File: config.mk
export PLATFORM = sky130hd
export DESIGN_NAME = hmm_obs_gen
export DESIGN_NICKNAME = d
export VERILOG_FILES = /design/src/rtl/hmm_obs_gen.sv
export SDC_FILE = /design/constraint.sdc
export NUM_CORES = 1
export LEC_CHECK = 0
export CAP_MARGIN = 20
export CORE_ASPECT_RATIO = 0.75
export CORE_UTILIZATION = 38
export DETAILED_ROUTE_END_ITERATION = 10
export GPL_ROUTABILITY_DRIVEN = 1
export HOLD_SLACK_MARGIN = 0.03
export PLACE_DENSITY_LB_ADDON = 0.15
export SETUP_SLACK_MARGIN = 0.5
export SYNTH_ARGS = -nofsm -noshare
export SYNTH_HDL_FRONTEND = slang
export SYNTH_SLANG_ARGS = --single-unit
File: constraint.sdc
create_clock -name clk -period 4.2 [get_ports clk]
set_clock_uncertainty 0.05 [all_clocks]
set_input_delay 0.63 -clock clk [delete_from_list [all_inputs] [get_ports clk]]
set_output_delay 0.63 -clock clk [all_outputs]
set_load 0.02 [all_outputs]
File: src/rtl/hmm_obs_gen.sv
// hmm_obs_gen
//   Synthetic HMM observation source. Samples a hidden state path and an
//   emission sequence from an I-state, K-symbol HMM. A 16-bit Galois LFSR
//   drives the sampling. The symbols are streamed over a valid/ready
//   handshake, and the true state path is kept for scoring a decoder.
//
// Ports
//   clk, rst_n   clock, asynchronous active-low reset
//   start        one-cycle pulse, accepted only while idle
//   length       number of symbols to generate (0 behaves as 1), latched on start
//   seed         LFSR seed (0 is replaced by 16'hACE1), latched on start
//   cumC         initial-state CDF thresholds [state]
//   cumA         transition CDF thresholds [from*I+to]
//   cumB         emission CDF thresholds [state*K+sym]
//   obs_out      current symbol, valid while obs_valid is high
//   obs_valid    symbol available
//   obs_ready    consumer accepts the symbol on this edge
//   state_out    hidden state that emitted obs_out
//   path         true state sequence, complete when done pulses
//   done         one-cycle pulse after the last symbol has been accepted
module hmm_obs_gen #(
  parameter int N = 8,
  parameter int I = 3,
  parameter int K = 3,
  localparam int LW = $clog2(N),
  localparam int SW = $clog2(I),
  localparam int OW = $clog2(K)
) (
  input  logic          clk,
  input  logic          rst_n,
  input  logic          start,
  input  logic [LW-1:0] length,
  input  logic [15:0]   seed,
  input  logic [15:0]   cumC [0:I-1],
  input  logic [15:0]   cumA [0:I*I-1],
  input  logic [15:0]   cumB [0:I*K-1],
  output logic [OW-1:0] obs_out,
  output logic          obs_valid,
  input  logic          obs_ready,
  output logic [SW-1:0] state_out,
  output logic [SW-1:0] path [0:N-1],
  output logic          done
);

  localparam logic [15:0] LFSR_DEFAULT = 16'hACE1;
  localparam logic [15:0] LFSR_TAPS    = 16'hB400;

  typedef enum logic [2:0] {
    S_IDLE,
    S_INIT,
    S_OBS,
    S_SEND,
    S_TRANS,
    S_DONE
  } state_t;

  state_t        state_reg, state_next;
  logic [15:0]   lfsr_reg, lfsr_next, lfsr_step;
  logic [LW-1:0] len_reg, len_next;
  logic [LW-1:0] t_reg, t_next;
  logic [SW-1:0] st_reg, st_next;
  logic [OW-1:0] obs_reg, obs_next;
  logic          path_we;
  logic [SW-1:0] path_reg [0:N-1];

  logic [SW-1:0] init_pick;
  logic [SW-1:0] trans_pick;
  logic [OW-1:0] emit_pick;

  // Galois right-shift step; the LFSR never reaches zero from a nonzero seed.
  assign lfsr_step = {1'b0, lfsr_reg[15:1]} ^ (lfsr_reg[0] ? LFSR_TAPS : 16'h0000);

  // Each sampler returns the smallest j < n-1 with r <= row[j], else n-1.
  // The scan runs downward so the lowest matching index wins. The last
  // threshold of a row is never consulted.
  always_comb begin
    init_pick = SW'(I - 1);
    for (int j = I - 2; j >= 0; j--) begin
      if (lfsr_reg <= cumC[j]) init_pick = SW'(j);
    end
  end

  always_comb begin
    trans_pick = SW'(I - 1);
    for (int j = I - 2; j >= 0; j--) begin
      if (lfsr_reg <= cumA[int'(st_reg) * I + j]) trans_pick = SW'(j);
    end
  end

  always_comb begin
    emit_pick = OW'(K - 1);
    for (int j = K - 2; j >= 0; j--) begin
      if (lfsr_reg <= cumB[int'(st_reg) * K + j]) emit_pick = OW'(j);
    end
  end

  always_ff @(posedge clk or negedge rst_n) begin
    if (!rst_n) begin
      state_reg <= S_IDLE;
      lfsr_reg  <= LFSR_DEFAULT;
      len_reg   <= '0;
      t_reg     <= '0;
      st_reg    <= '0;
      obs_reg   <= '0;
    end else begin
      state_reg <= state_next;
      lfsr_reg  <= lfsr_next;
      len_reg   <= len_next;
      t_reg     <= t_next;
      st_reg    <= st_next;
      obs_reg   <= obs_next;
    end
  end

  always_comb begin
    state_next = state_reg;
    lfsr_next  = lfsr_reg;
    len_next   = len_reg;
    t_next     = t_reg;
    st_next    = st_reg;
    obs_next   = obs_reg;
    path_we    = 1'b0;
    case (state_reg)
      S_IDLE: begin
        if (start) begin
          lfsr_next  = (seed == 16'h0000) ? LFSR_DEFAULT : seed;
          len_next   = (length == '0) ? LW'(1) : length;
          t_next     = '0;
          state_next = S_INIT;
        end
      end
      S_INIT: begin
        st_next    = init_pick;
        lfsr_next  = lfsr_step;
        state_next = S_OBS;
      end
      S_OBS: begin
        obs_next   = emit_pick;
        path_we    = 1'b1;
        lfsr_next  = lfsr_step;
        state_next = S_SEND;
      end
      S_SEND: begin
        if (obs_ready) begin
          if (t_reg == len_reg - LW'(1)) begin
            state_next = S_DONE;
          end else begin
            t_next     = t_reg + LW'(1);
            state_next = S_TRANS;
          end
        end
      end
      S_TRANS: begin
        st_next    = trans_pick;
        lfsr_next  = lfsr_step;
        state_next = S_OBS;
      end
      S_DONE: begin
        state_next = S_IDLE;
      end
      default: begin
        state_next = S_IDLE;
      end
    endcase
  end

  // Path slots are written only at index t. Slots beyond the current
  // length keep whatever an earlier run left in them.
  generate
    for (genvar gi = 0; gi < N; gi++) begin : g_path
      always_ff @(posedge clk or negedge rst_n) begin
        if (!rst_n) begin
          path_reg[gi] <= '0;
        end else if (path_we && (t_reg == LW'(gi))) begin
          path_reg[gi] <= st_reg;
        end
      end
      assign path[gi] = path_reg[gi];
    end
  endgenerate

  // Handshake outputs decode the state register directly, so reset clears
  // them without waiting for a clock edge.
  assign obs_valid = (state_reg == S_SEND);
  assign done      = (state_reg == S_DONE);
  assign obs_out   = obs_reg;
  assign state_out = st_reg;

endmodule

# Yosys cells after proc, flatten, opt, wreduce, memory -nomap -nowiden
# Index checks and enable logic that the tools add are counted.
dict set report totals {
  regBits 45
  input_bits 359
  out_inout_bits 22
  elab_cells 99
}
dict set report op_classes {
  addsub 3
  multipliers 1
  n_lt_le_gt_ge 8
  eq_ne 16
  n_mux 33
  bitwise 3
  n_reduce_logical 21
}
# operator count
set op_table {}
lappend op_table {{16-bit binary-select mux with 4-bit select} 4}
lappend op_table {{16-bit two-way mux} 11}
lappend op_table {{16-bit less-or-equal comparator} 6}
lappend op_table {{32-bit by 5-bit >= comparator with 1-bit output (second input constant)} 2}
lappend op_table {{32-bit by 2-bit adder with 32-bit output (second input constant)} 1}
lappend op_table {{32-bit inverter} 1}
lappend op_table {{4-bit inverter with 32-bit output} 1}
lappend op_table {{16-bit case mux with 2 select lines} 1}
lappend op_table {{3-bit == test (second input constant)} 6}
lappend op_table {{3-bit two-way mux} 6}
lappend op_table {{16-bit zero test} 1}
lappend op_table {{15-bit by 16-bit XOR with 16-bit output} 1}
lappend op_table {{3-bit by 2-bit == test with 1-bit output (second input constant)} 4}
lappend op_table {{2-bit two-way mux} 6}
lappend op_table {{3-bit case mux with 4 select lines} 1}
lappend op_table {{3-bit zero test} 3}
lappend op_table {{1-bit logical AND} 8}
lappend op_table {{3-bit by 1-bit == test with 1-bit output (second input constant)} 2}
lappend op_table {{3-bit case mux with 2 select lines} 1}
lappend op_table {{2-bit AND reduction} 3}
lappend op_table {{2-bit nonzero test} 3}
lappend op_table {{2-bit by 2-bit multiplier with 4-bit output (second input constant)} 1}
lappend op_table {{2-bit inequality test (second input constant)} 2}
lappend op_table {{2-bit case mux with 2 select lines} 1}
lappend op_table {{other kinds (8)} 9}

# Depth between registers and ports, before layout
# Gate-level depths: netlist of the first run.
dict set report depth {
  ltp_word 10
  depth_mapped 20
  mapped_depth_nobuf 14
}

# Least setup slack after synthesis of the first run
# OpenSTA, ideal clock, no wires.
dict set report synth_path {
  kind {register to register}
  start {reg st_reg[0] (netlist: state_out[0])}
  end {reg st_reg[1] (netlist: state_out[1])}
  setup_time_ns 0.065
  arrival_time_ns 4.301
  t_required_ns 4.085
  path_slack_ns -0.216
  stages_incl_launch_ff 19
  n_path_buf 6
  synth_period_minus_slack_ns 4.416
  path_cell_list {dfrtp_1 -> clkbuf_1 -> buf_4 -> buf_2 -> inv_1 -> ha_1 -> clkbuf_1 -> buf_2 -> clkbuf_1 -> mux4_2 -> nand2b_1 -> ha_1 -> nand4_2 -> or4_4 -> a21oi_2 -> a211oi_1 -> a21o_1 -> o221ai_2 -> o21a_1}
}
dict set report synth_via {
  elab_chain_len 10
  elab_cells_between_ends 15
  cone_classes {add/sub (1); mul (1); order compare (2); mux (9); bitwise (2)}
}
# item line_no
set synth_rtl {}
lappend synth_rtl {{start, declared} 61} ;# logic [SW-1:0] st_reg, st_next;
lappend synth_rtl {{start signal, assigned} 110} ;# st_reg <= st_next;
lappend synth_rtl {{2-bit by 2-bit multiplier with 4-bit output *} 86} ;# if (lfsr_reg <= cumA[int'(st_reg) * I + j]) trans_pick = SW'(j);
lappend synth_rtl {{32-bit by 2-bit adder with 32-bit output} 86}
lappend synth_rtl {{32-bit inverter (not written as such)} 86}
lappend synth_rtl {{16-bit binary-select mux with 4-bit select} 86}
lappend synth_rtl {{16-bit two-way mux (not written as such) (2 in series)} 86}
lappend synth_rtl {{16-bit less-or-equal comparator} 86}
lappend synth_rtl {{2-bit two-way mux} 86}
lappend synth_rtl {{2-bit two-way mux *} 86}
lappend synth_rtl {{2-bit case mux with 2 select lines *} 123} ;# case (state_reg)
# Every way passes the cells marked *; elsewhere a longest branch is shown, timed or not. The select of a mux whose other input is x is not followed.
# A chain may end at the register's enable or synchronous reset.

# Final worst setup path of the first run
# Ends and elaborated chain as after synthesis.

==> flow_summary.toml, run 1 <==
[routing]
route.vias.total = 7481
viasPerCell = 5.53
first_pass_iters = 7
post_drt_wl_per_cell_um = 20.3
wl_mm = 27.4
drc = 3
drt-initial-drc-count = 369
postRouteAntennaNets = 0

[yosys]
synth_top_cell_area_share = 0.289
yosysTopAreaCell = "mux4_2"
async_flop_share = 1.00
synthTopCellsByArea = "mux4_2 (29%), ha_1 (18%), dfrtp_1 (12%)"
synth_area_um2 = 7470
synth.distinct_cells = 55
yosysMostFrequentCell = "ha_1"
yosys_register_bits = 45
synth_common_cells = "ha_1 (105), mux4_2 (96), a21oi_1 (67)"
synth-seq-area-share = 0.152
syn_nets = 1214
synth-main-ff-cell = "dfrtp_1"
synth-edff-count = 0
avgSynthCellArea_um2 = 9.97
yosysWarningCount = 0
synth_cells = 750

[cts]
cts_buffers = 5
hold_buffers = 0
clock_latency_ps = 290
path_clk_slew_ps = 70
h-tree-depth = 2
cts_tree = "done"
cts_root_buf = "clkbuf_16"
cts.sinks = 45
clockBufferDepth = 2

[grt]
grt_antenna_before_repair = 0
grt-ovfl-total = 0
grt_usage = 0.267
grt_max_degree = 46
grt_pass1_vias = 7624
grt_pass1_wl_mm = 40.6

[placement]
dp_hpwl_mm = 22.5
io_buffers = 364
gp_congestion = 0.845
dp_cells = 1336

[layout]
finalNonFillerCells = 1353
diodes = 0
final_layout_size_suffix_gt1_frac = 0.144
synthToLayoutAreaGrowth_pct = 57.5
nets = 1563
postLayoutCoreUtil = 0.609

[die]
dieHeight_um = 123
fp.dieW_um = 164
start_util = 0.387
core_um2 = 19300
rows = 44
io_pins = 381
dieArea_um2 = 20200

[status]
violations = "design-rule violations"
outcome = "finished, violations left"

[timing]
setup_violations = 0
fin_crit_sh = 0.859
fin_crit_ps = 3610
fin_tns_setup_ps = 0
max_freq_ghz = 0.277
grt_setup_unrepaired = "no"
worst_slew_pin_slew_ps = 1050
max-slew-margin-rel = 0.301
finalMaxSlewViolations = 0
hold_viol = 0

[setup_path]
slowest_delay_ps = 600
startpoint_type = "flip-flop"
worstPathCellList = "inv_4 > ha_4 > buf_12 > buf_4 > mux4_2 > nand2b_1 > ha_1 > nand4_2 > or4_4 > a21oi_2 > a211oi_1 > a21o_1 > o221ai_2 > o21a_1"
worst-path-buf-inv = 3
crit_fanout = 11
endpoint_kind = "flip-flop"
crit_required_ps = 4370
rr_endpoint = "state_out[1]"
critical-path-top-delay-family = "simple AND/OR/NAND/NOR gates"
rrSetupSlack_ps = 590
reg2reg_depth = 14
cp_slowest_cell = "or4_4"
r2r-start = "state_out[0]"
crit_arrival_ps = 3780
critPathKind = "flip-flop to flip-flop"

[power_and_ir_drop]
ir_drop_mv = 0.414
p_per_area_nw_per_um2 = 747
p_leak_nw = 4.81

[job]
maxCapViolations = 0

[worst_hold_path]
min_path_type = "input pin to async pin"
==> layout by cell type (no fill, tap or decap), types with 8 or more instances in the layout <==
| cell | netlist | routed |
|---|---|---|
| nand2_1 | 55 | 55 |
| o21ai_0 | 14 | 14 |
| o21ai_1 | 24 | 24 |
| mux2i_1 | 38 | 38 |
| mux4_2 | 96 | 96 |
| nand3_1 | 15 | 15 |
| nand2b_1 | 33 | 33 |
| clkdlybuf4s50_1 | 0 | 363 |
| nor2b_1 | 12 | 12 |
| a21o_1 | 13 | 13 |
| buf_4 | 1 | 10 |
| dfstp_2 | 8 | 8 |
| dfrtp_1 | 37 | 36 |
| inv_1 | 40 | 39 |
| nor2_1 | 46 | 46 |
| nand4_1 | 19 | 19 |
| a21oi_1 | 67 | 65 |
| o22ai_1 | 9 | 9 |
| ha_1 | 105 | 103 |
==> kinds of logic after synthesis <==
logic type,count (synthesis),synth area share
AO/OA/AOI/OAI,154,0.121
flip-flops,45,0.152
AND/OR/NAND/NOR,207,0.140
buffers and inverters,86,0.0457
multiplexers,144,0.355
adder cells (fa/ha/maj),105,0.176
XOR/XNOR,9,0.0105
==> layer usage <==
layer / track usage / routed length, um
met2: 0.499 / 13800
met1: 0.329 / 11400
met3: 0.0436 / 2000
met4: 0.0359 / 290
met5: 0 / 0
==> timing repair <==
item / 4_1_cts / 5_1_grt
setup buffers: 1 / 6
pin swaps: 1 / 3
gates cloned: 1 / 0
endpoints found under the setup margin: 4 / 4
gates resized for setup: 2 / 9
==> power by group <==
part | internal (W) | switching [W] | total, W
logic | 0.00366 | 0.00358 | 0.00724
clock network | 0.000297 | 0.000171 | 0.000468
registers | 0.000670 | 0.000411 | 0.00108
==> final cells by class <==
| type | instances | area [um^2] |
|---|---|---|
| Clock inverter | 2 | 37.5 |
| Multi-Input combinational cell | 619 | 6040 |
| Fill cell | 1621 | 7550 |
| Tap cell | 253 | 317 |
| Clock buffer | 6 | 139 |
| Timing Repair Buffer | 388 | 3950 |
| Sequential cell | 45 | 1140 |
| Inverter | 40 | 153 |
==> through the flow <==
stage	total power, W	worst slack, ps	instance area, um^2	hold slack [ps]
finish	0.00879	593	11800	77.7
floorplan	0.00601	508	7530	284
global placement	0.00787	428	11400	425
detailed placement	0.00801	398	11400	424
CTS	0.00863	522	11600	439
global route	0.00962	479	11800	81.3
==> worst max path at each step <==
stage	from	to	cells past startpoint
2_1_floorplan	state_out[0]	state_out[1]	18
3_3_place_gp	state_out[0]	obs_out[0]	13
3_5_place_dp	state_out[0]	obs_out[0]	13
4_1_cts	state_out[0]	state_out[1]	14
5_1_grt	state_out[0]	state_out[1]	16
6_report	state_out[0]	state_out[1]	14
No activity file was read; power rests on OpenSTA's default activity.
==> inputs of run 2 (changes only) <==
--- a/config.mk
+++ b/config.mk
@@ -12,6 +12,7 @@
 export GPL_ROUTABILITY_DRIVEN = 1
 export HOLD_SLACK_MARGIN = 0.03
 export PLACE_DENSITY_LB_ADDON = 0.15
+export REMOVE_ABC_BUFFERS = 1
 export SETUP_SLACK_MARGIN = 0.5
 export SYNTH_ARGS = -nofsm -noshare
 export SYNTH_HDL_FRONTEND = slang
==> flow_summary.toml, run 2 (synthesis gave the netlist of run 1 again) <==
[status]
outcome = "complete, no violations"

[routing]
wl_mm = 25.9
route.vias.total = 7328
viasPerCell = 5.43
first_pass_iters = 7
drt-initial-drc-count = 267
post_drt_wl_per_cell_um = 19.1
postRouteAntennaNets = 0
drc = 0

[layout]
n_fill_cell = 1660
nets = 1558
synthToLayoutAreaGrowth_pct = 56.5
layout_commonest_cell = "clkdlybuf4s50_1"
final_layout_size_suffix_gt1_frac = 0.137
postLayoutCoreUtil = 0.605
design_area_um2 = 11700
finalNonFillerCells = 1350
layout_common_cells = "clkdlybuf4s50_1 (363), ha_1 (103), mux4_2 (96), a21oi_1 (67), nand2_1 (55)"

[job]
maxCapViolations = 0

[die]
dieHeight_um = 123
fp.dieW_um = 164
io_pins = 381
rows = 44
dieArea_um2 = 20200
core_um2 = 19300
start_util = 0.387

[timing]
grt_setup_unrepaired = "no"
max-slew-margin-rel = 0.431
setup_violations = 0
fin_crit_sh = 0.831
fin_crit_ps = 3490
max_freq_ghz = 0.287
finalMaxSlewViolations = 0
hold_viol = 0
worst_slew_pin_slew_ps = 854

[placement]
gp_congestion = 0.846
dp_cells = 1332
postPlaceCellArea_um2 = 11400
io_buffers = 364
dp_hpwl_mm = 21.2

[setup_path]
rr_endpoint = "obs_out[0]"
worstPathCellList = "inv_1 > ha_4 > buf_4 > mux4_2 > mux2i_1 > nor2_1 > a21oi_1 > ha_1 > a21o_1 > a21o_1 > a21oi_1 > o22ai_1 > nor4bb_2 > a211oi_1 > a22o_1"
crit_required_ps = 4340
r2r-start = "state_out[0]"
cp_slowest_cell = "dfrtp_4"
critPathKind = "flip-flop to flip-flop"
reg2reg_depth = 15
crit_arrival_ps = 3620
endpoint_kind = "flip-flop"
slowest_delay_ps = 450
startpoint_type = "flip-flop"
rrSetupSlack_ps = 710
crit_fanout = 7

[power_and_ir_drop]
ir_drop_mv = 0.431
p_leak_nw = 4.77
p_per_area_nw_per_um2 = 715

[grt]
grt_pass1_vias = 7557
grt_pass1_wl_mm = 39.2
grt_max_degree = 65
grt_antenna_before_repair = 3
grt-ovfl-total = 0
grt_usage = 0.252

[cts]
h-tree-depth = 2
cts_buffers = 5
clockBufferDepth = 2
path_clk_slew_ps = 70
hold_buffers = 0
cts.sinks = 45
cts_tree = "done"
clock_latency_ps = 290
cts_root_buf = "clkbuf_16"

[worst_hold_path]
min_path_type = "input pin to async pin"
[run 2: critical path: cells and delay by family, from the launching register on]
kind,cells,cell delay [ps]
compound gates,7,1060
fa+ha+maj,2,620
buf+inv,2,280
flops,1,450
mux,2,490
simple gates,2,430
[run 2: worst max-delay path by stage]
stage	from	endpoint	slack (ps)	cells after the start
finish	state_out[0]	obs_out[0]	710	15
global route	state_out[0]	obs_out[0]	510	15
CTS	state_out[0]	obs_out[1]	560	15
detailed placement	state_out[0]	obs_out[0]	400	14
global placement	cumB[73]	obs_out[0]	450	13
floorplan	state_out[0]	obs_out[0]	-7000	12
[run 2: final cells by class]
cell class | instances | area [um^2] | area share
Tap cell | 253 | 317 | 0.0271
Multi-Input combinational cell | 619 | 6040 | 0.516
Clock inverter | 1 | 7.51 | 0.000642
Timing Repair Buffer | 383 | 3900 | 0.333
Antenna cell | 2 | 5.00 | 0.000428
Inverter | 40 | 150 | 0.0128
Sequential cell | 45 | 1140 | 0.0974
Clock buffer | 7 | 143 | 0.0122
[run 2: repair_timing]
| item | 4_1_cts | 5_1_grt |
|---|---|---|
| gates cloned | 0 | 1 |
| endpoints found under the setup margin | 4 | 4 |
| pin swaps | 2 | 3 |
| buffers inserted | 1 | 4 |
| resized for setup | 4 | 6 |
[run 2: power breakdown]
part           switching [W]  total [W]  internal (W)
registers           0.000403    0.00107      0.000669
clock network       0.000182   0.000419      0.000238
logic                0.00333    0.00687       0.00355
[run 2: layer usage]
metal | track usage | part of all wire | vias up
li1 | - | - | 3589
met1 | 0.314 | 0.42 | 3479
met2 | 0.454 | 0.50 | 232
met3 | 0.0473 | 0.063 | 26
met4 | 0.0521 | 0.016 | 2
met5 | 0 | 0.00050 | -
[run 2: stage by stage]
| step | TNS, ps | power, W | setup slack [ps] | hold slack, ps |
|---|---|---|---|---|
| 2_1_floorplan | -33420 | 0.00612 | -7000 | 284 |
| 3_3_place_gp | 0 | 0.00769 | 447 | 412 |
| 3_5_place_dp | 0 | 0.00783 | 401 | 425 |
| 4_1_cts | 0 | 0.00832 | 564 | 439 |
| 5_1_grt | 0 | 0.00927 | 505 | 163 |
| 6_report | 0 | 0.00837 | 711 | 147 |
